### config.mk
export PLATFORM = sky130hd
export DESIGN_NAME = uart_command_master
export DESIGN_NICKNAME = d
export VERILOG_FILES = /design/src/rtl/uart_command_master.sv
export SDC_FILE = /design/constraint.sdc
export NUM_CORES = 1
export LEC_CHECK = 0
export ABC_AREA = 0
export ABC_CLOCK_PERIOD_IN_PS = 2400
export CORE_ASPECT_RATIO = 1.25
export CORE_UTILIZATION = 55
export CTS_BUF_LIST = sky130_fd_sc_hd__clkbuf_2 sky130_fd_sc_hd__clkbuf_4 sky130_fd_sc_hd__clkbuf_8
export DETAILED_ROUTE_END_ITERATION = 6
export GPL_TIMING_DRIVEN = 0
export PLACE_DENSITY_LB_ADDON = 0.08
export SLEW_MARGIN = 20
export SYNTH_ARGS = -nofsm -noshare
export SYNTH_HDL_FRONTEND = slang
export SYNTH_SLANG_ARGS = --single-unit
export TNS_END_PERCENT = 10
### constraint.sdc
create_clock -name clk -period 2.4 [get_ports clk]
set_input_delay 0.24 -clock clk [delete_from_list [all_inputs] [get_ports clk]]
set_output_delay 0.24 -clock clk [all_outputs]
set_load 0.02 [all_outputs]
### src/rtl/uart_command_master.sv
`default_nettype none
// ============================================================================
// Module   : uart_command_master
// Purpose  : Serialises one register-file/ALU command into UART frame bytes,
//            then gathers the response bytes and reports them with one pulse.
// Revision : 1.0 - initial release
// ============================================================================
module uart_command_master #(
    parameter int DATA_WIDTH          = 8,
    parameter int REGISTER_FILE_DEPTH = 16,
    parameter int RESPONSE_TIMEOUT    = 4096
) (
    input  logic                                   clk,
    input  logic                                   reset_n,
    input  logic                                   cmd_valid,
    output logic                                   cmd_ready,
    input  logic [1:0]                             cmd_type,
    input  logic [$clog2(REGISTER_FILE_DEPTH)-1:0] cmd_address,
    input  logic [DATA_WIDTH-1:0]                  cmd_data_a,
    input  logic [DATA_WIDTH-1:0]                  cmd_data_b,
    input  logic [3:0]                             cmd_function,
    output logic                                   tx_parallel_data_valid,
    output logic [DATA_WIDTH-1:0]                  tx_parallel_data,
    input  logic                                   tx_busy_sync,
    input  logic                                   rx_parallel_data_valid_sync,
    input  logic [DATA_WIDTH-1:0]                  rx_parallel_data_sync,
    output logic                                   rsp_valid,
    output logic [2*DATA_WIDTH-1:0]                rsp_data,
    output logic                                   rsp_timeout
);

    localparam int c_AW = $clog2(REGISTER_FILE_DEPTH);
    localparam int c_TW = $clog2(RESPONSE_TIMEOUT + 1);
    localparam logic [c_TW-1:0] c_TIMER_LAST = c_TW'(RESPONSE_TIMEOUT - 1);

    localparam logic [1:0] c_CMD_WRITE   = 2'd0;
    localparam logic [1:0] c_CMD_READ    = 2'd1;
    localparam logic [1:0] c_CMD_ALU_OPS = 2'd2;

    localparam logic [2:0] c_ST_IDLE     = 3'd0;
    localparam logic [2:0] c_ST_SEND     = 3'd1;
    localparam logic [2:0] c_ST_BUSY_HI  = 3'd2;
    localparam logic [2:0] c_ST_BUSY_LO  = 3'd3;
    localparam logic [2:0] c_ST_WAIT_RSP = 3'd4;
    localparam logic [2:0] c_ST_DONE     = 3'd5;

    logic [2:0]            r_state;
    logic [1:0]            r_type;
    logic [c_AW-1:0]       r_addr;
    logic [DATA_WIDTH-1:0] r_data_a;
    logic [DATA_WIDTH-1:0] r_data_b;
    logic [3:0]            r_func;
    logic [1:0]            r_byte_idx;
    logic                  r_rx_idx;
    logic [DATA_WIDTH-1:0] r_rsp_byte0;
    logic [c_TW-1:0]       r_timer;

    logic [DATA_WIDTH-1:0] w_frame_byte;
    logic [1:0]            w_last_idx;
    logic [1:0]            w_rsp_count;
    logic                  w_final_rx;

    always_comb begin
        w_frame_byte = '0;
        w_last_idx   = 2'd1;
        w_rsp_count  = 2'd2;
        case (r_type)
            c_CMD_WRITE: begin
                w_last_idx  = 2'd2;
                w_rsp_count = 2'd0;
                case (r_byte_idx)
                    2'd0:    w_frame_byte = DATA_WIDTH'(8'hAA);
                    2'd1:    w_frame_byte = DATA_WIDTH'(r_addr);
                    default: w_frame_byte = r_data_a;
                endcase
            end
            c_CMD_READ: begin
                w_rsp_count  = 2'd1;
                w_frame_byte = (r_byte_idx == 2'd0) ? DATA_WIDTH'(8'hBB) : DATA_WIDTH'(r_addr);
            end
            c_CMD_ALU_OPS: begin
                w_last_idx = 2'd3;
                case (r_byte_idx)
                    2'd0:    w_frame_byte = DATA_WIDTH'(8'hCC);
                    2'd1:    w_frame_byte = r_data_a;
                    2'd2:    w_frame_byte = r_data_b;
                    default: w_frame_byte = DATA_WIDTH'(r_func);
                endcase
            end
            default: begin
                w_frame_byte = (r_byte_idx == 2'd0) ? DATA_WIDTH'(8'hDD) : DATA_WIDTH'(r_func);
            end
        endcase
    end

    // A strobe that completes the response takes priority over timer expiry.
    assign w_final_rx = rx_parallel_data_valid_sync &&
                        (({1'b0, r_rx_idx} + 2'd1) == w_rsp_count);

    always_ff @(posedge clk or negedge reset_n) begin
        if (!reset_n) begin
            r_state                <= c_ST_IDLE;
            r_type                 <= '0;
            r_addr                 <= '0;
            r_data_a               <= '0;
            r_data_b               <= '0;
            r_func                 <= '0;
            r_byte_idx             <= '0;
            r_rx_idx               <= 1'b0;
            r_rsp_byte0            <= '0;
            r_timer                <= '0;
            cmd_ready              <= 1'b1;
            tx_parallel_data_valid <= 1'b0;
            tx_parallel_data       <= '0;
            rsp_valid              <= 1'b0;
            rsp_data               <= '0;
            rsp_timeout            <= 1'b0;
        end else begin
            tx_parallel_data_valid <= 1'b0;
            rsp_valid              <= 1'b0;
            case (r_state)
                c_ST_IDLE: begin
                    if (cmd_valid) begin
                        r_type     <= cmd_type;
                        r_addr     <= cmd_address;
                        r_data_a   <= cmd_data_a;
                        r_data_b   <= cmd_data_b;
                        r_func     <= cmd_function;
                        r_byte_idx <= 2'd0;
                        cmd_ready  <= 1'b0;
                        r_state    <= c_ST_SEND;
                    end
                end
                c_ST_SEND: begin
                    if (!tx_busy_sync) begin
                        tx_parallel_data       <= w_frame_byte;
                        tx_parallel_data_valid <= 1'b1;
                        r_state                <= c_ST_BUSY_HI;
                    end
                end
                c_ST_BUSY_HI: begin
                    if (tx_busy_sync) r_state <= c_ST_BUSY_LO;
                end
                c_ST_BUSY_LO: begin
                    if (!tx_busy_sync) begin
                        if (r_byte_idx != w_last_idx) begin
                            r_byte_idx <= r_byte_idx + 2'd1;
                            r_state    <= c_ST_SEND;
                        end else if (w_rsp_count == 2'd0) begin
                            rsp_valid   <= 1'b1;
                            rsp_data    <= '0;
                            rsp_timeout <= 1'b0;
                            r_state     <= c_ST_DONE;
                        end else begin
                            r_timer  <= '0;
                            r_rx_idx <= 1'b0;
                            r_state  <= c_ST_WAIT_RSP;
                        end
                    end
                end
                c_ST_WAIT_RSP: begin
                    r_timer <= r_timer + 1'b1;
                    if (w_final_rx) begin
                        rsp_valid   <= 1'b1;
                        rsp_timeout <= 1'b0;
                        rsp_data    <= (w_rsp_count == 2'd1) ?
                                       {{DATA_WIDTH{1'b0}}, rx_parallel_data_sync} :
                                       {rx_parallel_data_sync, r_rsp_byte0};
                        r_state     <= c_ST_DONE;
                    end else begin
                        if (rx_parallel_data_valid_sync) begin
                            r_rsp_byte0 <= rx_parallel_data_sync;
                            r_rx_idx    <= 1'b1;
                        end
                        if (r_timer == c_TIMER_LAST) begin
                            rsp_valid   <= 1'b1;
                            rsp_timeout <= 1'b1;
                            rsp_data    <= '0;
                            r_state     <= c_ST_DONE;
                        end
                    end
                end
                c_ST_DONE: begin
                    cmd_ready <= 1'b1;
                    r_state   <= c_ST_IDLE;
                end
                default: begin
                    cmd_ready <= 1'b1;
                    r_state   <= c_ST_IDLE;
                end
            endcase
        end
    end

endmodule
`default_nettype wire

After elaboration in Yosys (flattened, before gate mapping) --
Index checks and enable logic that the tools add are counted.
Storage, ports and cells: bits in registers 81, word-level logic and storage cells 115, output and inout bits 28, input bits 39
Operators by class: add/subtract/negate cells 3, eq/ne operators 23, bitwise gates (word level) 3, reductions and logical operators 17, muxes and demuxes 53
Operator list (count):
- 16-bit 2-to-1 mux | 6
- 8-bit one-hot mux with 3 select lines | 2
- 13-bit 2-to-1 mux | 3
- 16-bit one-hot mux with 2 select lines | 1
- 13-bit one-hot mux with 2 select lines | 1
- 3-bit 2-to-1 mux | 7
- 2-bit != test (second input constant) | 10
- 1-bit 2-to-1 mux | 19
- 8-bit 2-to-1 mux | 2
- 8-bit one-hot mux with 2 select lines | 1
- 3-bit one-hot mux with 5 select lines | 1
- 13-bit by 1-bit adder with 13-bit output (second input constant) | 1
- 13-bit by 12-bit equality test with 1-bit output (second input constant) | 1
- 2-bit one-hot mux with 2 select lines | 3
- 5-bit AND reduction | 2
- 1-bit one-hot mux with 2 select lines | 4
- 4-bit AND reduction | 2
- 2-bit by 1-bit equality test with 1-bit output (second input constant) | 3
- 3-bit by 2-bit equality test with 1-bit output (second input constant) | 2
- 2-bit logical NOT | 3
- 2-bit 2-to-1 mux | 3
- 2-bit AND reduction | 3
- 6-bit AND reduction | 1
- 2-bit equality test (second input constant) | 2
- other kinds (13) | 16

Longest topological paths before layout --
depth after elaboration 7, depth in mapped cells 7

Worst setup path after synthesis --
No wires, ideal clock.
path type register to register, from reg r_state[1], to reg r_timer[12], buffers on the path 1, arrival 1717 ps, cell stages (with the launch flop) 6, library setup time 78 ps, setup slack 604 ps, period minus slack after synthesis 1796 ps, required time 2322 ps, cell sequence dfrtp_1 > buf_4 > or3b_4 > or3_1 > or3_1 > a21oi_1
On the way: word-level cells in the longest chain between the ends 3, elaborated cells between the ends (all ways) 8, classes of those cells eq/ne (5); mux (1); reduce/logical (2)
RTL lines:
- start, declared | line 47 | logic [2:0] r_state;
- start signal, assigned | line 102 | r_state <= c_ST_IDLE;
- start signal, assigned | line 131 | r_state <= c_ST_SEND;
- start signal, assigned | line 138 | r_state <= c_ST_BUSY_HI;
- 3-bit by 2-bit equality test with 1-bit output / 3-bit equality test (equally long branches) | line 121 | case (r_state)
- 2-bit != test (no line) / 2-bit nonzero test (equally long branches)
- 4-bit AND reduction (no line)
- end signal, assigned | line 162 | r_timer <= r_timer + 1'b1;
- end, declared | line 56 | logic [c_TW-1:0] r_timer;
Several ways; a longest one is shown, not always the timed one. A chain may end at the register's enable or synchronous reset.

Worst setup path in the final report --
from reg r_state[1], to reg rsp_data[12]
On the way: word-level cells in the longest chain between the ends 3, elaborated cells between the ends (all ways) 9, classes of those cells eq/ne (6); mux (1); reduce/logical (2)
RTL lines:
- 3-bit equality test / 3-bit by 2-bit equality test with 1-bit output (equally long branches) | line 121
- 3-bit != test (no line) (tied with other cells)
- 5-bit AND reduction (no line)
- end signal, assigned | line 166 | rsp_data <= (w_rsp_count == 2'd1) ?
- end, declared | line 28 | output logic [2*DATA_WIDTH-1:0] rsp_data,
Several ways; a longest one is shown, not always the timed one.

==> impl_metrics.csv <==
group,metric,value,unit
die,die_y,96.0,microns
yosys,synthesis.area,0.00389,sq mm
timing,period_minus_slack,2240,ps
grt,grt_usage,0.261,
timing,finalSetupViolCount,0,
clock_network,clk_latency,360,ps
route,first_pass_iters,4,
layout,final_layout_size_suffix_gt1_frac,0.159,
grt,grt_pass1_wl,14.8,mm
worst_setup_path,r2r-end,"rsp_data[12]$_DFFE_PN0P_",
placed_design,place_congestion,0.920,
yosys,synth-async-reset-ratio,1.00,
yosys,synthTopCellsByCount,"dfrtp_1, mux2_2, nor2_1",
pwr,cell_internal_pwr,3610,uW
clock_network,cts_tree,"done",
route,wire_per_inst,17.2,microns
pwr,cellPowerDensity,1170,mW/mm^2
timing,hold_viol,0,
die,fp-row-count,33,
clock_network,cts.sinks,81,
route,num_vias,3122,
grt,grt_pass1_vias,3157,
layout,fin_nets,472,
worst_setup_path,crit_fanout,10,
timing,tightestPinTransition,745,ps
yosys,ys_warn_count,0,
yosys,yosysSeqAreaShare,0.522,
pwr,p_comb_frac,0.426,
grt,grt_max_degree,50,
clock_network,cts_setup_buffers,0,
clock_network,cts.htree.levels,3,
timing,skew,8.20,ps
pwr,p_sw_frac,0.367,
worst_setup_path,reg2regPathDepth,5,
timing,slew_viol_final,0,
clock_network,cts_resized,0,
yosys,yosys.area.top_type_share,0.515,
grt,antenna_found_initial,0,
timing,clock.fmax,0.446,GHz
yosys,synth.most_common_cell,"dfrtp_1",
yosys,synth_cells,349,
layout,fin_cells,520,
layout,syn_to_final_growth,25.7,%
layout,fillers,527,
worst_setup_path,worstSetupPathType,"register to register",
die,fp.dieW,77.2,microns
clock_network,cts-root-buf,"clkbuf_8",
worst_setup_path,worstPathArrival,2500,ps
worst_setup_path,end_kind,"register",
die,die-area,0.00741,sq mm
yosys,synth_ff_type,"dfrtp_1",
timing,slew_headroom,0.501,
pwr,switching_power,2090,uW
placed_design,port_buffers,66,
worst_setup_path,cp_cell_sequence,"buf_4, nor3b_2, nand3_1, clkbuf_1, a32o_1",
yosys,syn_nets,393,
die,start_util,0.581,
die,io_pins,67,
worst_setup_path,r2r_slack,160,ps
grt,grt_remaining_overflow,0,
route,drtAntennaViolNets,0,
yosys,synthTopCellsByArea,"dfrtp_1, mux2_2, a32o_1",
run_status,status,"complete, no violations",
pwr,p_leak,0.00205,uW
worst_setup_path,crit_slowest_cell,"nand3_1",
placed_design,dp_hpwl,6.26,mm
clock_network,cts_made_buffers,9,
timing,fin_crit_sh,0.935,
clock_network,clkTransAtPathRegs,90,ps
layout,n_antenna_cell,0,
pwr,seqPwrFrac,0.400,
placed_design,placedCellCount,503,
route,via_per_inst,6.00,
route,drc,0,
yosys,yosys.area.top_type,"dfrtp_1",
pwr,total_power,5710,uW
worst_setup_path,cpPeakStageDelay,450,ps
layout,area.sequential,0.00203,sq mm
die,core,0.00669,sq mm
yosys,synth-edff-count,0,
clock_network,ctsLongestPathBuffers,2,
pwr,pwr-share-clk,0.174,
worst_setup_path,rr_startpoint,"r_state[1]$_DFFE_PN0P_",
hold_path,hold_path.class,"input pin to async pin",
timing,rsz0062_at_grt,"no",
yosys,syn_area_per_cell,11.1,sq um
pwr,ir_drop,0.639,mV
flow_run,drv_cap,0,
yosys,synth.distinct_cells,52,
worst_setup_path,cp_data_required_time,2650,ps
worst_setup_path,start_kind,"register",
route,drt_wl_total,8.97,mm
layout,multi_input_area,0.00172,sq mm
yosys,synth_seq_cells,81,
route,drtIter0Drc,205,
==> flip-flops by register name (all words and copies together), names as in the netlist, 2 cells and up <==
signal	flops
rsp_data	16
r_timer	13
r_data_a	8
r_data_b	8
r_rsp_byte0	8
tx_parallel_data	8
r_addr	4
r_func	4
r_state	3
r_byte_idx	2
r_type	2
==> cell usage in the layout, fill, tap and decap left out, drive strengths merged, types with 5 or more instances in the layout <==
master / netlist / final
a21oi: 18 / 18
a22o: 9 / 9
a32o: 16 / 16
buf: 11 / 13
clkbuf: 13 / 22
clkdlybuf4s50: 0 / 65
clkinv: 0 / 6
dfrtp: 80 / 80
ha: 5 / 5
inv: 9 / 9
mux2: 34 / 34
nand2: 17 / 17
nand3: 6 / 6
nand3b: 5 / 5
nor2: 24 / 24
nor2b: 6 / 6
nor3: 5 / 5
nor4: 5 / 5
o21ai: 20 / 20
xnor2: 7 / 7
==> per-layer routing <==
metal | track usage | routed length [microns] | vias to the layer above
met4 | 0.118 | 255 | 0
met2 | 0.487 | 4810 | 83
li1 | - | - | 1446
met1 | 0.300 | 3640 | 1565
met5 | 0 | 0 | -
met3 | 0.0332 | 257 | 28
==> final cells by class <==
type,instances,area share
Sequential cell,81,0.415
Multi-Input combinational cell,235,0.351
Timing Repair Buffer,68,0.142
Clock buffer,9,0.0254
Tap cell,87,0.0223
Buffer,24,0.0220
Clock inverter,7,0.0146
Inverter,9,0.00691
==> critical path: cells and delay by family (launching register included) <==
family / cells / cell delay (ps)
buffers and inverters: 2 / 540
AO/OA/AOI/OAI: 1 / 340
flip-flops: 1 / 380
AND/OR/NAND/NOR: 2 / 870
==> metrics by stage <==
step	worst slack (ps)	hold slack (ps)	area [sq um]	utilization	TNS [ps]
after global placement	-1690	472	4660	0.696	-135610
after detailed placement	174	211	4680	0.700	0
after floorplan	604	-55.6	3890	-	0
after global routing	25.1	399	4890	0.730	0
final	157	355	4890	0.730	0
after CTS	167	371	4890	0.730	0
==> logic make-up after synthesis <==
group                    Yosys count  synth area share
buffers and inverters             33            0.0364
multiplexers                      38             0.109
flip-flops                        81             0.522
adder cells (fa/ha/maj)            5            0.0161
XOR/XNOR                           8            0.0180
AND/OR/NAND/NOR                   96             0.137
AO/OA/AOI/OAI                     88             0.162
==> worst max-delay path by stage <==
stage                                       from                       end  slack, ps  cells after the start
after floorplan           r_state[1]$_DFFE_PN0P_   r_timer[12]$_DFFE_PN0P_        600                      5
after detailed placement  r_state[1]$_DFFE_PN0P_  rsp_data[12]$_DFFE_PN0P_        170                      5
after global routing      r_timer[7]$_DFFE_PN0P_  rsp_data[12]$_DFFE_PN0P_         30                      5
after global placement                   reset_n   r_data_a[4]$_DFFE_PN0P_      -1690                      1
final                     r_state[1]$_DFFE_PN0P_  rsp_data[12]$_DFFE_PN0P_        160                      5
after CTS                 r_state[1]$_DFFE_PN0P_   rsp_data[0]$_DFFE_PN0P_        170                      5
==> power by group through the flow <==
stage	Clock, uW	Sequential, uW	Combinational [uW]
after floorplan	0	2440	1380
after global placement	0	2280	2330
after detailed placement	0	2310	2410
after CTS	996	2280	2430
after global routing	1050	2350	2650
final	994	2280	2430
==> timing repair <==
item | 4_1_cts | 5_1_grt
setup endpoints to repair | 0 | 0
endpoints found under the hold margin | 32 | 0
hold buffers | 1 | 0
No activity file was read; power rests on OpenSTA's default activity.
==> RTL edit 1, RTL diff (config.mk and constraints unchanged) <==
Change the parameter `DATA_WIDTH` from 8 to 6.
--- a/src/rtl/uart_command_master.sv
+++ b/src/rtl/uart_command_master.sv
@@ -6,7 +6,7 @@
 // Revision : 1.0 - initial release
 // ============================================================================
 module uart_command_master #(
-    parameter int DATA_WIDTH          = 8,
+    parameter int DATA_WIDTH          = 6,
     parameter int REGISTER_FILE_DEPTH = 16,
     parameter int RESPONSE_TIMEOUT    = 4096
 ) (
Interface: changed (5 resized); port bits go from 67 to 55. The function was not compared with the original's and may differ.
==> RTL edit 1 against the original RTL <==
Via count shrank 15%; largest cell class unchanged; routed wire length shrank 18%; area after synthesis shrank 10%; setup slack gained 0.11 ns; total power shrank 18%; non-clock buffer count shrank 20; sequential cell count shrank 12; final area shrank 11%; die area shrank 10%.
==> RTL edit 1: results (changes against the original RTL) <==
| Metric | Value |
|---|---|
| Status | complete, no violations |
| Arrival time worst endpoint | 2.36 ns (-0.14 ns) |
| DPL Wire Length | 5.49 mm (-12%) |
| Clk_skew | 0.00958 ns (+0.00138 ns) |
| Cell leakage power | 1.82 nW (-11%) |
| GPL Wtd Cong | 0.885 (-3.8%) |
| Rel. slew slack | 65.8% (+16 points) |
| IO buf count | 54 (-18%) |
| Fraction of registers with async set/reset | 100% (unchanged) |
| Largest net degree at the start of global routing | 37 (-26%) |
| Clk_lat worst skew | 0.36 ns (about the same) |
| DP Area | 4140 sq um (-11%) |
| Number of global-route vias before repair | 2554 (-19%) |
| Unique masters post-synth | 60 (+15%) |
| Peak VDD IR | 728 uV (+14%) |
| Synth top area cells | dfrtp_1, mux2_2, o21ai_0 |
| Worst Path Max Fanout | 10 (unchanged) |
| CTS buffer count | 9 (unchanged) |
| Initial DRC count | 93 (-55%) |
| Syn_nets | 354 (-9.9%) |
| Layout cells sized above 1 | 18.3% (+2.4 points) |
| Via-per-instance ratio | 5.63 (-6.2%) |
| Initial antenna violation count | 0 (unchanged) |
| Ant diodes | 0 (unchanged) |
| List of most frequent post-synthesis cells | dfrtp_1, o21ai_0, mux2_2 |
| Post CTS Setup Buffer Count | 0 (unchanged) |
| DRT antenna net count | 0 (unchanged) |
| CTS max path bufs | 2 (unchanged) |
| Final nets | 421 (-11%) |
| Drt wl/cell | 15.6 microns (-9.4%) |
| P_int | 0.00287 W (-21%) |
| Clock root cell | clkbuf_8 |
| Post_cts resized | 0 (unchanged) |
| DR pass1 iterations | 4 (unchanged) |
| Warnings, synthesis | 0 (unchanged) |
| Hold Buf Count CTS | 1 (unchanged) |
| First-pass GRT wire length | 12.3 mm (-17%) |
| Sequential share of the synthesized area | 49.7% (-2.5 points) |
| Regs by FF count | r_timer x13, rsp_data x12 |
| Hold/Removal Path Class | input pin to asynchronous set/reset pin |
| All-Layer GR Usage | 24.4% (-1.7 points) |
| H-tree lvl count | 3 (unchanged) |
| Reg clk slew, reported paths | roughly 0.08 ns |
-- RTL edit 1: cell types whose count changed in the layout (fill, tap and decap cells not counted), moves of 5 or more --
cell / unedited run / this run
xnor2_1: 7 / 2
dfrtp_1: 80 / 68
o2bb2ai_1: 0 / 6
clkdlybuf4s50_1: 65 / 53
mux2_2: 34 / 29
o21ai_0: 19 / 30
nor4_1: 5 / 0
a32o_1: 16 / 0
clkbuf_1: 13 / 5
-- RTL edit 1: per-stage QoR --
step           std cells  setup WS (ns)
3_5_place_dp         456          0.352
5_1_grt              473          0.117
6_report             473          0.267
2_1_floorplan        316          0.702
4_1_cts              473          0.307
3_3_place_gp         455          -1.17
-- RTL edit 1: power groups by stage --
stage | clock network (W) | registers, W | logic, W
floorplan | 0 | 0.00190 | 0.00130
global placement | 0 | 0.00185 | 0.00191
detailed placement | 0 | 0.00187 | 0.00196
CTS | 0.000866 | 0.00184 | 0.00198
global route | 0.000921 | 0.00189 | 0.00215
finish | 0.000847 | 0.00184 | 0.00198
-- RTL edit 1: layout make-up --
| type | count | area [sq um] |
|---|---|---|
| flip-flops and latches | 69 | 1730 |
| clock buffers | 9 | 124 |
| well taps | 85 | 106 |
| plain buffers | 16 | 93.8 |
| multi-input cells | 222 | 1620 |
| clock inverters | 7 | 50.0 |
| repair buffers | 56 | 568 |
| inverters | 9 | 33.8 |
| fillers | 490 | 1800 |
-- RTL edit 1: cells by family after synthesis --
group | after synthesis | share of synthesized area [%]
multiplexers | 37 | 11.7
buffers and inverters | 25 | 3.67
flip-flops | 69 | 49.7
adder cells (fa/ha/maj) | 5 | 1.80
AO/OA/AOI/OAI | 85 | 16.9
XOR/XNOR | 3 | 0.756
AND/OR/NAND/NOR | 92 | 15.5
-- RTL edit 1: routing by layer --
layer	routed length (microns)	vias up	track usage [%]
met1	3120	1303	29.5
met3	239	17	5.13
met5	0	-	0
li1	-	1283	-
met2	3830	60	40.5
met4	197	0	11.8
-- RTL edit 1: worst max-delay path, cell delays in order, from the launching register on --
cell	delay, ns
dfrtp_1	0.44
inv_1	0.17
ha_1	0.29
clkbuf_1	0.39
nor2_1	0.15
a32oi_1	0.21
o21ai_0	0.09
a21oi_1	0.15
o21ai_0	0.10
-- RTL edit 1: worst paths after layout --
kind / start / to / slack [ns] / depth (start not counted)
setup / recovery: r_byte_idx[1] / tx_parallel_data[0] / 0.27 / 8
hold / removal: reset_n / r_timer[9] / 0.37 / 2
min in group clk: cmd_function[1] / r_func[1] / 0.46 / 3
max in group asynchronous: reset_n / r_addr[0] / 1.50 / 3
hold reg to reg: tx_parallel_data[4] / tx_parallel_data[4] / 0.49 / 2
setup reg to reg: r_byte_idx[1] / tx_parallel_data[0] / 0.27 / 8
==> RTL edit 2, RTL diff (same settings) <==
Without the edit above. Reset style: synchronous (`reset_n`), changed in one clocked block.
--- a/src/rtl/uart_command_master.sv
+++ b/src/rtl/uart_command_master.sv
@@ -97,7 +97,7 @@
     assign w_final_rx = rx_parallel_data_valid_sync &&
                         (({1'b0, r_rx_idx} + 2'd1) == w_rsp_count);
 
-    always_ff @(posedge clk or negedge reset_n) begin
+    always_ff @(posedge clk) begin
         if (!reset_n) begin
             r_state                <= c_ST_IDLE;
             r_type                 <= '0;
Formal check against the unedited RTL: differs if reset_n is asserted again (counterexample within 4 cycles, from zero or initial values and one cycle with reset_n low); with reset_n held inactive, the same outputs for 10 cycles.
==> RTL edit 2 against the original RTL <==
Cell count increased by 16%; critical endpoint is now rsp_data[15]; final area decreased by 4.2%; sequential share of layout area decreased by 6.9 points; clock skew increased by 0.0010 ns; routed wire length increased by 3.0%; setup slack improved by 0.083 ns; area after synthesis decreased by 4.2%; core utilization decreased by 1.8 points; sequential cell count unchanged.
Power is not compared: it rests on default switching activity, and its combinational part moved more than twofold at a synthesized area within 25%.
==> RTL edit 2: results (changes against the original RTL) <==
| Metric | Value |
|---|---|
| Status | complete, no violations |
| Arrival time worst endpoint | 2.47 ns (-0.03 ns) |
| Initial DRC count | 191 (-6.8%) |
| Fmax | 0.463 GHz (+3.8%) |
| Worst hold slack | 0.415 ns (+0.0597 ns) |
| Place WS | -0.00346 ns (-0.178 ns) |
| Storage cell area | 1620 sq um (-20%) |
| DR pass1 iterations | 5 (+1) |
| Syn_nets | 478 (+22%) |
| Synth top area cells | dfxtp_1, nand2_1, mux2i_1 |
| Layout clock area frac | 3.96% (-0.038 points) |
| Sequential share of the synthesized area | 43.5% (-8.7 points) |
| Unique masters post-synth | 58 (+12%) |
| Slowest cell on the critical path | nor3_1 |
| Layout cells sized above 1 | 6.59% (-9.3 points) |
| Crit-path max cell delay | 0.79 ns (+0.34 ns) |
| Met3 Usage GRT | 4.61% (+1.3 points) |
| Largest net degree at the start of global routing | 17 (-66%) |
| Number of global-route vias before repair | 3226 (+2.2%) |
| Final nets | 555 (+18%) |
| Worst Tran Pin Value | 1.01 ns (+0.263 ns) |
| Adder-cell share of the synthesized area | 1.68% (+0.070 points) |
| Multi-input gate count | 318 (+35%) |
| GRT met2 Usage | 48.7% (+0.063 points) |
| First-pass GRT wire length | 14.7 mm (-0.66%) |
| Clk_lat worst skew | roughly 0.37 ns |
| Post-Synth XOR/XNOR Area | 1.65% (-0.16 points) |
| Multi-input gate area | 1950 sq um (+13%) |
| Die W | 75.6 microns (-2.0%) |
| Post CTS Setup Buffer Count | 0 (unchanged) |
| Synth Instances | 434 (+24%) |
| Complex-gate fraction of the synthesized area | 24.1% (+7.9 points) |
| Fraction of registers with async set/reset | 0% (-100 points) |
| DPL Wire Length | 6.76 mm (+7.9%) |
| All-Layer GR Usage | 27.7% (+1.6 points) |
| Hold/Removal Path Class | input pin to register |
| Met1 wire length | 3.92 mm (+7.6%) |
| Mux cell area share after synthesis | 5.11% (-5.8 points) |
| List of most frequent post-synthesis cells | dfxtp_1, nand2_1, a21oi_1 |
| Clock root cell | clkbuf_8 |
| Drt wl/cell | 15.3 microns (-11%) |
| FILL cells | 538 (+2.1%) |
| R2R Setup Slk | 0.24 ns (+0.08 ns) |
| GPL Wtd Cong | 0.931 (+1.2%) |
| Clk_skew | 0.00921 ns (+0.00101 ns) |
| Routed via count | 3465 (+11%) |
| GRT met1 Usage | 31.0% (+1.0 points) |
| Wire length on met3 | 272 microns (+5.8%) |
| Buffer count excluding the clock tree in the final layout | 90 (-2.2%) |
| Number of non-clock inverters in the layout | 11 (+2) |
## RTL edit 2: kinds of logic (layout without fill, tap and decap cells)
family	Yosys count	count (layout)
mux	19	19
xor+xnor	7	7
fa+ha+maj	5	5
flops	81	81
compound gates	130	130
buf+inv	35	117
simple gates	157	157
## RTL edit 2: worst paths after layout
path / from / depth (start not counted) / to
hold / removal: cmd_data_b[7] / 3 / r_data_b[7]
setup / recovery: r_state[2] / 5 / rsp_data[15]
hold reg to reg: r_addr[3] / 2 / r_addr[3]
setup reg to reg: r_state[2] / 5 / rsp_data[15]
## RTL edit 2: stage by stage
step | cell area (sq um) | setup TNS [ns]
floorplan | 3720 | 0
global placement | 4490 | 0
detailed placement | 4490 | -0.00346
CTS | 4680 | 0
global route | 4680 | 0
finish | 4680 | 0
## RTL edit 2: report_power, final
group          internal, W  switching (W)
clock network     0.000393       0.000550
logic             0.000226       0.000302
registers          0.00142      0.0000514
total              0.00204       0.000904
